### src/rtl/dmem_arbiter_pkg.sv
// Shared data-memory parameters, write-code encodings and the size/range helpers.
package dmem_arbiter_pkg;

    localparam int AWIDTH = 16;
    localparam int DWIDTH = 32;
    localparam int WORDS  = 64;

    // we code: bit2 = write, bits1:0 = access size
    localparam logic       WE_WRITE  = 1'b1;
    localparam logic [2:0] WE_IDLE   = 3'b000;

    typedef enum logic [1:0] {
        SZ_BYTE   = 2'b00,
        SZ_HALF   = 2'b01,
        SZ_WORD   = 2'b10,
        SZ_DOUBLE = 2'b11
    } size_e;

    // 1/2/4/8 bytes per access
    function automatic logic [3:0] size_bytes(input logic [1:0] sz);
        return 4'd1 << sz;
    endfunction

    // Last byte touched lies past the addressable window; widened so addr+size never wraps.
    function automatic logic out_of_range(input logic [AWIDTH-1:0] addr, input logic [1:0] sz);
        logic [AWIDTH+1:0] last_byte;
        last_byte = {2'b00, addr} + (AWIDTH+2)'(size_bytes(sz)) - (AWIDTH+2)'(1);
        return last_byte > (AWIDTH+2)'(WORDS + 2);
    endfunction

endpackage

### src/rtl/dmem_arbiter.sv
// Two-port round-robin arbiter in front of an external registered-read data RAM.
// Port 0 is the core MemoryAccess stage, port 1 the debug/loader port.
module dmem_arbiter
    import dmem_arbiter_pkg::*;
(
    input  logic              clk,
    input  logic              rst,
    input  logic              req0,
    input  logic              req1,
    input  logic [AWIDTH-1:0] addr0,
    input  logic [AWIDTH-1:0] addr1,
    input  logic [DWIDTH-1:0] wdata0,
    input  logic [DWIDTH-1:0] wdata1,
    input  logic [2:0]        we0,
    input  logic [2:0]        we1,
    output logic              gnt0,
    output logic              gnt1,
    output logic              rvalid0,
    output logic              rvalid1,
    output logic [DWIDTH-1:0] rdata0,
    output logic [DWIDTH-1:0] rdata1,
    output logic              err0,
    output logic              err1,
    output logic              stall0,
    output logic [AWIDTH-1:0] ram_addr,
    output logic [DWIDTH-1:0] ram_qin,
    output logic [2:0]        ram_we,
    input  logic [DWIDTH-1:0] ram_qout
);

    logic              last_q;     // port granted most recently
    logic              pend_q;     // a read was issued last cycle
    logic              own_q;      // port that owns the pending read
    logic              err0_q, err1_q;
    logic [DWIDTH-1:0] rdata0_q, rdata1_q;
    logic [AWIDTH-1:0] addr_q;     // ram_addr holds here when idle

    logic              any_gnt;
    logic [AWIDTH-1:0] w_addr;
    logic [DWIDTH-1:0] w_wdata;
    logic [2:0]        w_we;
    logic              w_oor;

    // Port 1 wins when alone, or when both request and port 0 had the last grant.
    function automatic logic rr_pick1(input logic r0, input logic r1, input logic last);
        return r1 & (~r0 | ~last);
    endfunction

    // Grant, winner mux and RAM drive; everything is held quiet during reset.
    always_comb begin
        gnt0 = 1'b0;
        gnt1 = 1'b0;
        if (!rst) begin
            gnt1 = rr_pick1(req0, req1, last_q);
            gnt0 = req0 & ~gnt1;
        end
        any_gnt  = gnt0 | gnt1;
        w_addr   = gnt1 ? addr1  : addr0;
        w_wdata  = gnt1 ? wdata1 : wdata0;
        w_we     = gnt1 ? we1    : we0;
        w_oor    = out_of_range(w_addr, w_we[1:0]);
        ram_addr = any_gnt ? w_addr : addr_q;
        ram_qin  = w_wdata;
        ram_we   = (any_gnt && !w_oor) ? w_we : WE_IDLE;
        stall0   = ~rst & req0 & ~gnt0;
    end

    // Response side: rvalid/err come from last cycle's state, suppressed while in reset.
    always_comb begin
        rvalid0 = ~rst & pend_q & ~own_q;
        rvalid1 = ~rst & pend_q &  own_q;
        err0    = ~rst & err0_q;
        err1    = ~rst & err1_q;
        rdata0  = rvalid0 ? ram_qout : rdata0_q;
        rdata1  = rvalid1 ? ram_qout : rdata1_q;
    end

    // Arbitration pointer, pending-read tracking, error pulses and read-data capture.
    always_ff @(posedge clk) begin
        if (rst) begin
            last_q   <= 1'b1;
            pend_q   <= 1'b0;
            own_q    <= 1'b0;
            err0_q   <= 1'b0;
            err1_q   <= 1'b0;
            rdata0_q <= '0;
            rdata1_q <= '0;
            addr_q   <= '0;
        end else begin
            if (any_gnt) begin
                last_q <= gnt1;
                addr_q <= w_addr;
            end
            pend_q <= any_gnt & ~w_oor & (w_we[2] != WE_WRITE);
            if (any_gnt && !w_oor && (w_we[2] != WE_WRITE))
                own_q <= gnt1;
            err0_q <= gnt0 & w_oor;
            err1_q <= gnt1 & w_oor;
            if (rvalid0)
                rdata0_q <= ram_qout;
            if (rvalid1)
                rdata1_q <= ram_qout;
        end
    end

endmodule

### config.mk
export PLATFORM = sky130hd
export DESIGN_NAME = dmem_arbiter
export DESIGN_NICKNAME = d
export VERILOG_FILES = /design/src/rtl/dmem_arbiter_pkg.sv /design/src/rtl/dmem_arbiter.sv
export SDC_FILE = /design/constraint.sdc
export NUM_CORES = 1
export LEC_CHECK = 0
export CORE_MARGIN = 10
export CORE_UTILIZATION = 41
export CTS_BUF_LIST = sky130_fd_sc_hd__clkbuf_2
export DETAILED_ROUTE_END_ITERATION = 16
export PLACE_DENSITY = 0.84
export SLEW_MARGIN = 20
export SYNTH_ARGS = -nofsm -noshare
export SYNTH_HDL_FRONTEND = slang
export SYNTH_SLANG_ARGS = --single-unit
### constraint.sdc
create_clock -name clk -period 8.2 [get_ports clk]
set_input_delay 2.05 -clock clk [delete_from_list [all_inputs] [get_ports clk]]
set_output_delay 2.05 -clock clk [all_outputs]
set_load 0.01 [all_outputs]
* After elaboration in Yosys (flattened, before gate mapping)
Cells that the tools add are included.
Storage, ports and cells: register bits 85, input port bits 138
Operators by class: add/subtract/negate cells 2, $lt $le $gt $ge 1, shifts and indexed selects 1, muxes and demuxes 9, bitwise logic cells 23, reductions and logical operators 3
Operators with widths (number):
- $mux 32 | 3
- $mux 16 | 2
- $gt 18x7->1 const B | 1
- $sub 17x1->18 const B | 1
- $add 16x4->17 | 1
- $and 1x1->1 | 13
- $not 1->1 | 8
- $mux 3 | 2
- $shl 1x2->4 const A | 1
- $logic_and 1x1->1 | 2
- $mux 1 | 2
- $or 1x1->1 | 2
- $logic_not 1->1 | 1

* Logic depth before layout (Yosys ltp)
Gate-level depths: netlist (run 1).
depth after elaboration 12, mapped depth 20, mapped depth without buffers 16

* Least setup slack after synthesis (run 1)
No wires, ideal clock.
path kind input to output, from input port rst, to output port ram_we[0], data arrival time 6121 ps, data required time 6150 ps, path slack 29 ps, cell stages on the path 19, cells stage by stage inv_1 > and3_1 > buf_4 > buf_1 > clkbuf_1 > a31oi_1 > ha_1 > inv_1 > ha_1 > fa_1 > a211oi_1 > o21bai_1 > a21oi_1 > a21o_1 > o311ai_0 > a2111o_1 > or3_1 > buf_2 > nor3_1
On the way: longest elaborated chain between the ends 9, elaborated cells on any way between the ends 12, classes of those cells 2 x add/sub; 1 x order compare; 1 x shift; 5 x mux; 1 x bitwise; 2 x reduce/logical
Ends and longest elaborated chain:
- from (decl) | line dmem_arbiter.sv:7 | input logic rst,
- $mux 1 (*) | line dmem_arbiter.sv:53 | if (!rst) begin
- via gnt1 | line dmem_arbiter.sv:17 | output logic gnt1,
- $mux 3 | line dmem_arbiter.sv:60 | w_we = gnt1 ? we1 : we0;
- $shl 1x2->4 | line dmem_arbiter_pkg.sv:21 | return 4'd1 << sz;
- $add 16x4->17 | line dmem_arbiter_pkg.sv:27 | last_byte = {2'b00, addr} + (AWIDTH+2)'(size_bytes(sz)) - (AWIDTH+2)'(1);
- $sub 17x1->18 | line dmem_arbiter_pkg.sv:27
- $gt 18x7->1 | line dmem_arbiter_pkg.sv:28 | return last_byte > (AWIDTH+2)'(WORDS + 2);
- $logic_not 1->1 | line dmem_arbiter.sv:64 | ram_we = (any_gnt && !w_oor) ? w_we : WE_IDLE;
- $logic_and 1x1->1 | line dmem_arbiter.sv:64
- $mux 3 (*) | line dmem_arbiter.sv:64
- to (decl) | line dmem_arbiter.sv:27 | output logic [2:0] ram_we,
The timed path passes the listed nets; every way through them passes the cells marked *.

* Worst setup path after layout (run 1)
from input port rst, to output port ram_we[0]
On the way: longest elaborated chain between the ends 9, elaborated cells on any way between the ends 12, classes of those cells 2 x add/sub; 1 x order compare; 1 x shift; 5 x mux; 1 x bitwise; 2 x reduce/logical
Ends and longest elaborated chain (line):
- $mux 1 | dmem_arbiter.sv:53
- $mux 3 | dmem_arbiter.sv:60
- $shl 1x2->4 | dmem_arbiter_pkg.sv:21
- $add 16x4->17 | dmem_arbiter_pkg.sv:27
- $sub 17x1->18 | dmem_arbiter_pkg.sv:27
- $gt 18x7->1 | dmem_arbiter_pkg.sv:28
- $logic_not 1->1 | dmem_arbiter.sv:64
- $logic_and 1x1->1 | dmem_arbiter.sv:64
- $mux 3 (*) | dmem_arbiter.sv:64
Mark *: on every way between the ends. The rest lies on a longest branch, timed or not.

==> results of run 1 <==
## critical path: stages
cell and delay (ns):
clkdlybuf4s50_1 0.43, inv_2 0.07, and3_4 0.23, buf_4 0.15, nor3_1 0.04, a31oi_1 0.15, ha_1 0.18, inv_1 0.05
ha_1 0.22, fa_2 0.37, a211oi_2 0.25, o21bai_1 0.13, a21oi_1 0.21, a21o_1 0.14, o311ai_0 0.14, a2111o_1 0.44
or3_4 0.38, nor3_1 0.18, buf_2 0.17
## synthesized netlist by cell type, types with 2 or more instances
master / n / share of area (%)
a21o_1: 4 / 0.60
nor2_1: 10 / 0.76
xnor2_1: 4 / 0.71
nor2b_1: 5 / 0.63
clkbuf_1: 29 / 2.2
nand4b_1: 2 / 0.35
nor3b_1: 3 / 0.45
a221oi_1: 2 / 0.35
o21bai_1: 3 / 0.45
ha_1: 21 / 5.3
o21a_1: 2 / 0.30
mux2_2: 64 / 15
a211oi_1: 4 / 0.60
dfxtp_1: 85 / 34
nand2b_1: 2 / 0.25
and3_1: 3 / 0.38
and2_1: 83 / 10
a211o_1: 2 / 0.35
nor3_1: 7 / 0.71
inv_1: 33 / 2.5
o21ai_0: 24 / 2.4
a31oi_1: 12 / 1.5
buf_1: 3 / 0.23
nand2_1: 124 / 9.4
mux2i_1: 23 / 4.6
a21oi_1: 9 / 0.91
nand3_1: 7 / 0.71
## power by group
group	switching [mW]	leakage [nW]	internal [mW]
clock	0.158	0.0703	0.0717
sequential	0.00153	0.688	0.420
combinational	0.155	2.84	0.209
total	0.314	3.60	0.701
## cells in the final DEF, fill, tap and decap left out, types with 9 or more instances in the layout
master           netlist  final
clkdlybuf4s50_1        0    255
buf_4                  1     69
and2_1                83     83
a21oi_1                9      9
nor2_1                10     10
inv_1                 33     32
dfxtp_1               85     85
o21ai_0               24     23
a31oi_1               12     12
mux2i_1               23     22
mux2_2                64     64
ha_1                  21     21
nand2_1              124    124
clkbuf_2               0      9
## sequential cells by signal (all words and copies together), names as in the netlist
signal / count
err0_q: 1
own_q: 1
rdata0_q: 32
err1_q: 1
addr_q: 16
pend_q: 1
last_q: 1
rdata1_q: 32
## routing by layer
metal  vias up  global-route usage [%]  share of wire [%]
met5         -                       0                  0
met4         0                    6.68                1.8
met3        27                    6.73                8.6
met2       212                    37.5                 51
met1      2415                    21.1                 38
li1       2614                       -                  -
## final cells by class
class / count / area [µm²] / share of cell area (%)
Clock inverter: 7 / 72.6 / 0.876
Sequential cell: 85 / 1700 / 20.5
Clock buffer: 9 / 45.0 / 0.543
Timing Repair Buffer: 329 / 3120 / 37.6
Multi-Input combinational cell: 439 / 3040 / 36.6
Inverter: 34 / 130 / 1.57
Tap cell: 147 / 184 / 2.22
## logic make-up (layout without fill, tap and decap cells)
kind of cell	after synthesis	in the layout	share of synthesized area, %
AOI/OAI and AO/OA	77	77	10.2
adders and majority gates	22	22	5.69
xor gates and xnor gates	4	4	0.705
buffers and inverters	69	379	5.52
and+or+nand+nor	249	249	24.5
DFF	85	85	34.3
muxes	87	87	19.1
## worst paths after layout
kind	end	cells past startpoint	slack [ns]	startpoint
worst max register to register	own_q	18	4.14	last_q
worst min register to register	last_q	2	0.53	last_q
worst max-delay path	ram_we[0]	19	0.16	rst
worst min-delay path	last_q	2	0.53	last_q
## what timing repair did
| item | CTS | global route |
|---|---|---|
| endpoints found under the setup margin | 3 | 3 |
| pin swaps | 2 | 4 |
| setup buffers | 1 | 0 |
| resized for setup | 20 | 6 |
| hold buffers | 0 | 0 |
| hold endpoints to repair | 0 | 0 |
## through the flow
stage	utilization, %	setup slack (ns)	hold WS [ns]
floorplan	-	0.0286	0.461
global placement	68.3	-0.455	0.479
detailed placement	68.3	-0.588	0.505
CTS	69.4	0.0615	0.532
global route	69.6	-0.0340	0.581
finish	69.6	0.156	0.533
==> results by group, run 1 <==
Run status
  • Outcome: completed

Drt
  • Post-Route WL: 17.9 mm
  • Initial DRC count: 349
  • # DRC: 0
  • Vias/cell: 5.02
  • Final ANT Viol Nets: 0
  • Total via count in the routed design: 5268
  • WL/cell: 17.1 µm
  • Pre-antenna DRT Iters: 5

Pwr
  • VDD IR max: 0.0537 mV
  • Design Power: 1.02 mW
  • Leakage: 3.60 nW
  • Pwr dens: 122 nW/µm²

Yosys
  • Avg Inst Size Synth: 8.37 µm²
  • Fraction of registers with async set/reset: 0%
  • Yosys warning count: 0
  • Post-synth EDFFs: 0
  • Synth Cell Area: 4970 µm²
  • #FFs+latches synth: 85
  • Syn Nets: 753
  • Predominant post-synthesis flop cell: dfxtp_1
  • Cells after Synth: 593
  • Distinct cells, synth: 50
  • Seq/Total Area, Yosys: 34.3%

Hold path
  • Hold Path Class: reg2reg

Timing
  • Final Cycle Share: 98.1%
  • Fin. max-slew vios: 0
  • Minimum clock period: 8.04 ns
  • Clk_skew: 0.0204 ns
  • Max transition margin: 57.0%
  • Final setup fails: 0
  • Hold Fails Final Rpt: 0
  • Fmax: 124 MHz
  • Final TNS setup: 0 ns
  • Least-Margin Pin Slew: 0.645 ns

Layout
  • Area growth syn-to-layout: 66.9%
  • Antenna cell count: 0
  • Layout cell share with drive strength beyond 1: 18.4%
  • FILL cells: 940
  • Non-Filler Instances: 1050
  • Final nets: 1058
  • Final instance area: 8290 µm²

Critical path
  • Worst setup EP type: primary output
  • Critical Path Start Type: primary input
  • Critical Path RT: 6.15 ns
  • CP Data Arrival Time: 5.99 ns
  • Crit path kind: in2out
  • Crit Path Max Fanout: 7

Placed design
  • Dpl cell area: 8130 µm²
  • Placed Cells: 1033
  • GP Congestion: 0.846
  • Post-DP HPWL: 14.5 mm
  • # port buffers: 259

Clocking
  • Clk root buf: clkbuf_2
  • CTS Buf Count: 9
  • CTS tree: done
  • Clock insertion delay at the later pin of the skew report: 0.57 ns
  • Htree depth: 3
  • Clock tree buffer depth: 2
  • Worst-path clk slew: 0.26 ns
  • Clock Sink Count: 85

Floorplanning
  • Starting Density: 41.7%
  • Total core area: 11900 µm²
  • # rows: 40
  • Die area: 16900 µm²
  • Vert. Die Dim: 130 µm
  • I/O pins: 260
  • Die extent in x: 130 µm

Job
  • Max-cap violations: 0

Global routing
  • Gr ovfl total: 0
  • Initial antenna violation count: 0
  • Vias in the first global route: 5455
  • Gr usage total: 20.3%
  • Largest net degree at the start of global routing: 85
  • First-pass GRT wire length: 27.7 mm
Note: power is estimated with default switching activity, not from simulation.
==> run 2: changes to the inputs <==
--- a/config.mk
+++ b/config.mk
@@ -10,6 +10,7 @@
 export CTS_BUF_LIST = sky130_fd_sc_hd__clkbuf_2
 export DETAILED_ROUTE_END_ITERATION = 16
 export PLACE_DENSITY = 0.84
+export REMOVE_ABC_BUFFERS = 1
 export SLEW_MARGIN = 20
 export SYNTH_ARGS = -nofsm -noshare
 export SYNTH_HDL_FRONTEND = slang
==> results by group, run 2 (synthesis results as in run 1) <==
Run status
  • Outcome: completed

Timing
  • Final Cycle Share: 99.1% (+0.96 points)
  • Fin Hold WS: 0.544 ns (+0.0116 ns)
  • Minimum clock period: 8.12 ns (+0.0788 ns)
  • Final setup fails: 0 (unchanged)
  • Least-Margin Pin Slew: 0.640 ns (-0.00501 ns)
  • Max transition margin: 57.3% (+0.33 points)
  • Clk_skew: 0.0114 ns (-0.00897 ns)
  • Hold Fails Final Rpt: 0 (unchanged)
  • Fmax: 123 MHz (-0.97%)
  • Fin. max-slew vios: 0 (unchanged)

Global routing
  • First-pass GRT wire length: 28.1 mm (+1.4%)
  • Initial antenna violation count: 0 (unchanged)
  • Gr usage total: 20.8% (+0.51 points)
  • Vias in the first global route: 5417 (-0.70%)
  • Gr ovfl total: 0 (unchanged)
  • Largest net degree at the start of global routing: 85 (unchanged)

Critical path
  • Buf/Inv on CP: 6 (+1)
  • Critical Path Start Type: primary input
  • Crit Path Max Fanout: 5 (-2)
  • Launch point of the worst path: req1
  • Most used cell, CP: buf_4
  • Critical Path RT: 6.15 ns (about the same)
  • Crit path kind: in2out
  • Slowest stage delay, CP: 0.49 ns (+0.05 ns)
  • Reg2Reg Launch Point: last_q
  • Top delay family on crit path: compound AO/OA/AOI/OAI gates
  • CP Cell Sequence: clkdlybuf4s50_1 > and3_4 > buf_4 > mux2i_2 > ha_1 > inv_1 > buf_4 > ha_1 > a211oi_2 > buf_4 > o21bai_2 > a2bb2oi_2 > a311oi_1 > a31oi_1 > a2111o_1 > or3_4 > nor3_4 > buf_2
  • CP Data Arrival Time: 6.07 ns (+0.08 ns)
  • Worst setup EP type: primary output
  • Critical path's slowest cell: clkdlybuf4s50_1

Layout
  • FILL cells: 907 (-3.5%)
  • FF+latch area: 1700 µm² (unchanged)
  • Multi-input logic area: 3090 µm² (+1.9%)
  • Most frequent cells in the layout: 254 x clkdlybuf4s50_1, 124 x nand2_1, 85 x dfxtp_1
  • Largest registers: rdata0_q x32, rdata1_q x32, addr_q x16
  • Most common cell after layout, fill and taps aside: clkdlybuf4s50_1
  • Final Core Density: 69.7% (+0.12 points)
  • Area growth syn-to-layout: 67.2%
  • Final nets: 1054 (-0.38%)
  • Layout cell share with drive strength beyond 1: 19.0% (+0.64 points)

Clocking
  • CTS tree: done
  • CTS Buf Count: 9 (unchanged)
  • Clock tree buffer depth: 2 (unchanged)
  • Clk root buf: clkbuf_2
  • Clock Sink Count: 85 (unchanged)
  • Worst-path clk slew: 0.25 ns (about the same)
  • Clock insertion delay at the later pin of the skew report: 0.54 ns (-0.03 ns)
  • Htree depth: 3 (unchanged)

Floorplanning
  • Die extent in x: 130 µm (unchanged)
  • Die area: 16900 µm² (unchanged)
  • Total core area: 11900 µm² (unchanged)
  • Vert. Die Dim: 130 µm (unchanged)
  • I/O pins: 260 (unchanged)
  • Starting Density: 41.7% (unchanged)
  • # rows: 40 (unchanged)

Placed design
  • # port buffers: 259 (unchanged)
  • GP Congestion: 0.899 (+6.2%)
  • Post-DP HPWL: 15.0 mm (+3.4%)

Job
  • Max-cap violations: 0 (unchanged)

Drt
  • WL/cell: 17.7 µm (+3.6%)
  • Vias/cell: 5.03 (+0.31%)
  • Pre-antenna DRT Iters: 4 (-1)
  • # DRC: 0 (unchanged)
  • Post-Route WL: 18.5 mm (+3.3%)
  • Total via count in the routed design: 5269 (+0.019%)
  • Initial DRC count: 370 (+6.0%)
  • Final ANT Viol Nets: 0 (unchanged)

Pwr
  • Leakage: 3.60 nW (about the same)
  • Pwr dens: 120 nW/µm² (-2.3%)
  • VDD IR max: 0.0649 mV (+21%)

Hold path
  • Hold wc startpoint: last_q
  • Hold Path Class: reg2reg
[run 2: cell types whose count changed in the layout (fill, tap and decap cells not counted), moves of 2 or more]
cell | before | now
nor3_4 | 0 | 2
nor3_1 | 6 | 4
o21bai_1 | 3 | 1
buf_4 | 69 | 64
o21bai_2 | 0 | 2
[run 2: worst paths after layout]
path                    end  slack (ns)  cells past startpoint
hold reg to reg      last_q        0.54                      2
setup / recovery  ram_we[1]        0.08                     18
setup reg to reg      own_q        3.99                     19
hold / removal       last_q        0.54                      2
[run 2: through the flow]
stage / std cells / total power, mW / instance area [µm²] / setup slack [ns] / setup TNS, ns
2_1_floorplan: 558 / 0.585 / 4820 / -1.69 / -5.07
3_3_place_gp: 1022 / 0.766 / 8040 / -0.533 / -1.45
3_5_place_dp: 1022 / 0.776 / 8040 / -0.796 / -2.19
4_1_cts: 1041 / 0.985 / 8200 / 0.00392 / 0
5_1_grt: 1046 / 1.05 / 8300 / -0.0287 / -0.0298
6_report: 1047 / 0.993 / 8300 / 0.0777 / 0
[run 2: tightest hold or removal path, delay by kind of cell, from the launching register on]
family                 cells  cell delay [ns]
buffers and inverters      1             0.07
AO/OA/AOI/OAI              1             0.09
flip-flops                 1             0.38
[run 2: power breakdown]
group	switching (mW)	internal, mW
registers	0.00156	0.420
clock network	0.157	0.0433
logic	0.161	0.211
total	0.319	0.674
[run 2: final cells by class]
type	instances	area share, %
Sequential cell	85	20.5
Tap cell	147	2.22
Multi-Input combinational cell	439	37.3
Clock buffer	10	0.603
Antenna cell	1	0.0301
Clock inverter	6	0.558
Inverter	34	1.57
Timing Repair Buffer	325	37.3
[run 2: metal layers]
layer	track usage (%)	up-vias	wire, µm
met1	23.2	2468	7330
met5	0	-	0
li1	-	2596	-
met2	38.2	178	9630
met4	6.35	0	276
met3	4.99	27	1270
[run 2: repair_timing]
item | in CTS | in global routing
gates resized for setup | 22 | 13
cloned | 0 | 0
hold buffers | 0 | 0
endpoints found under the setup margin | 3 | 3
pin swaps | 6 | 10
buffers inserted | 3 | 5
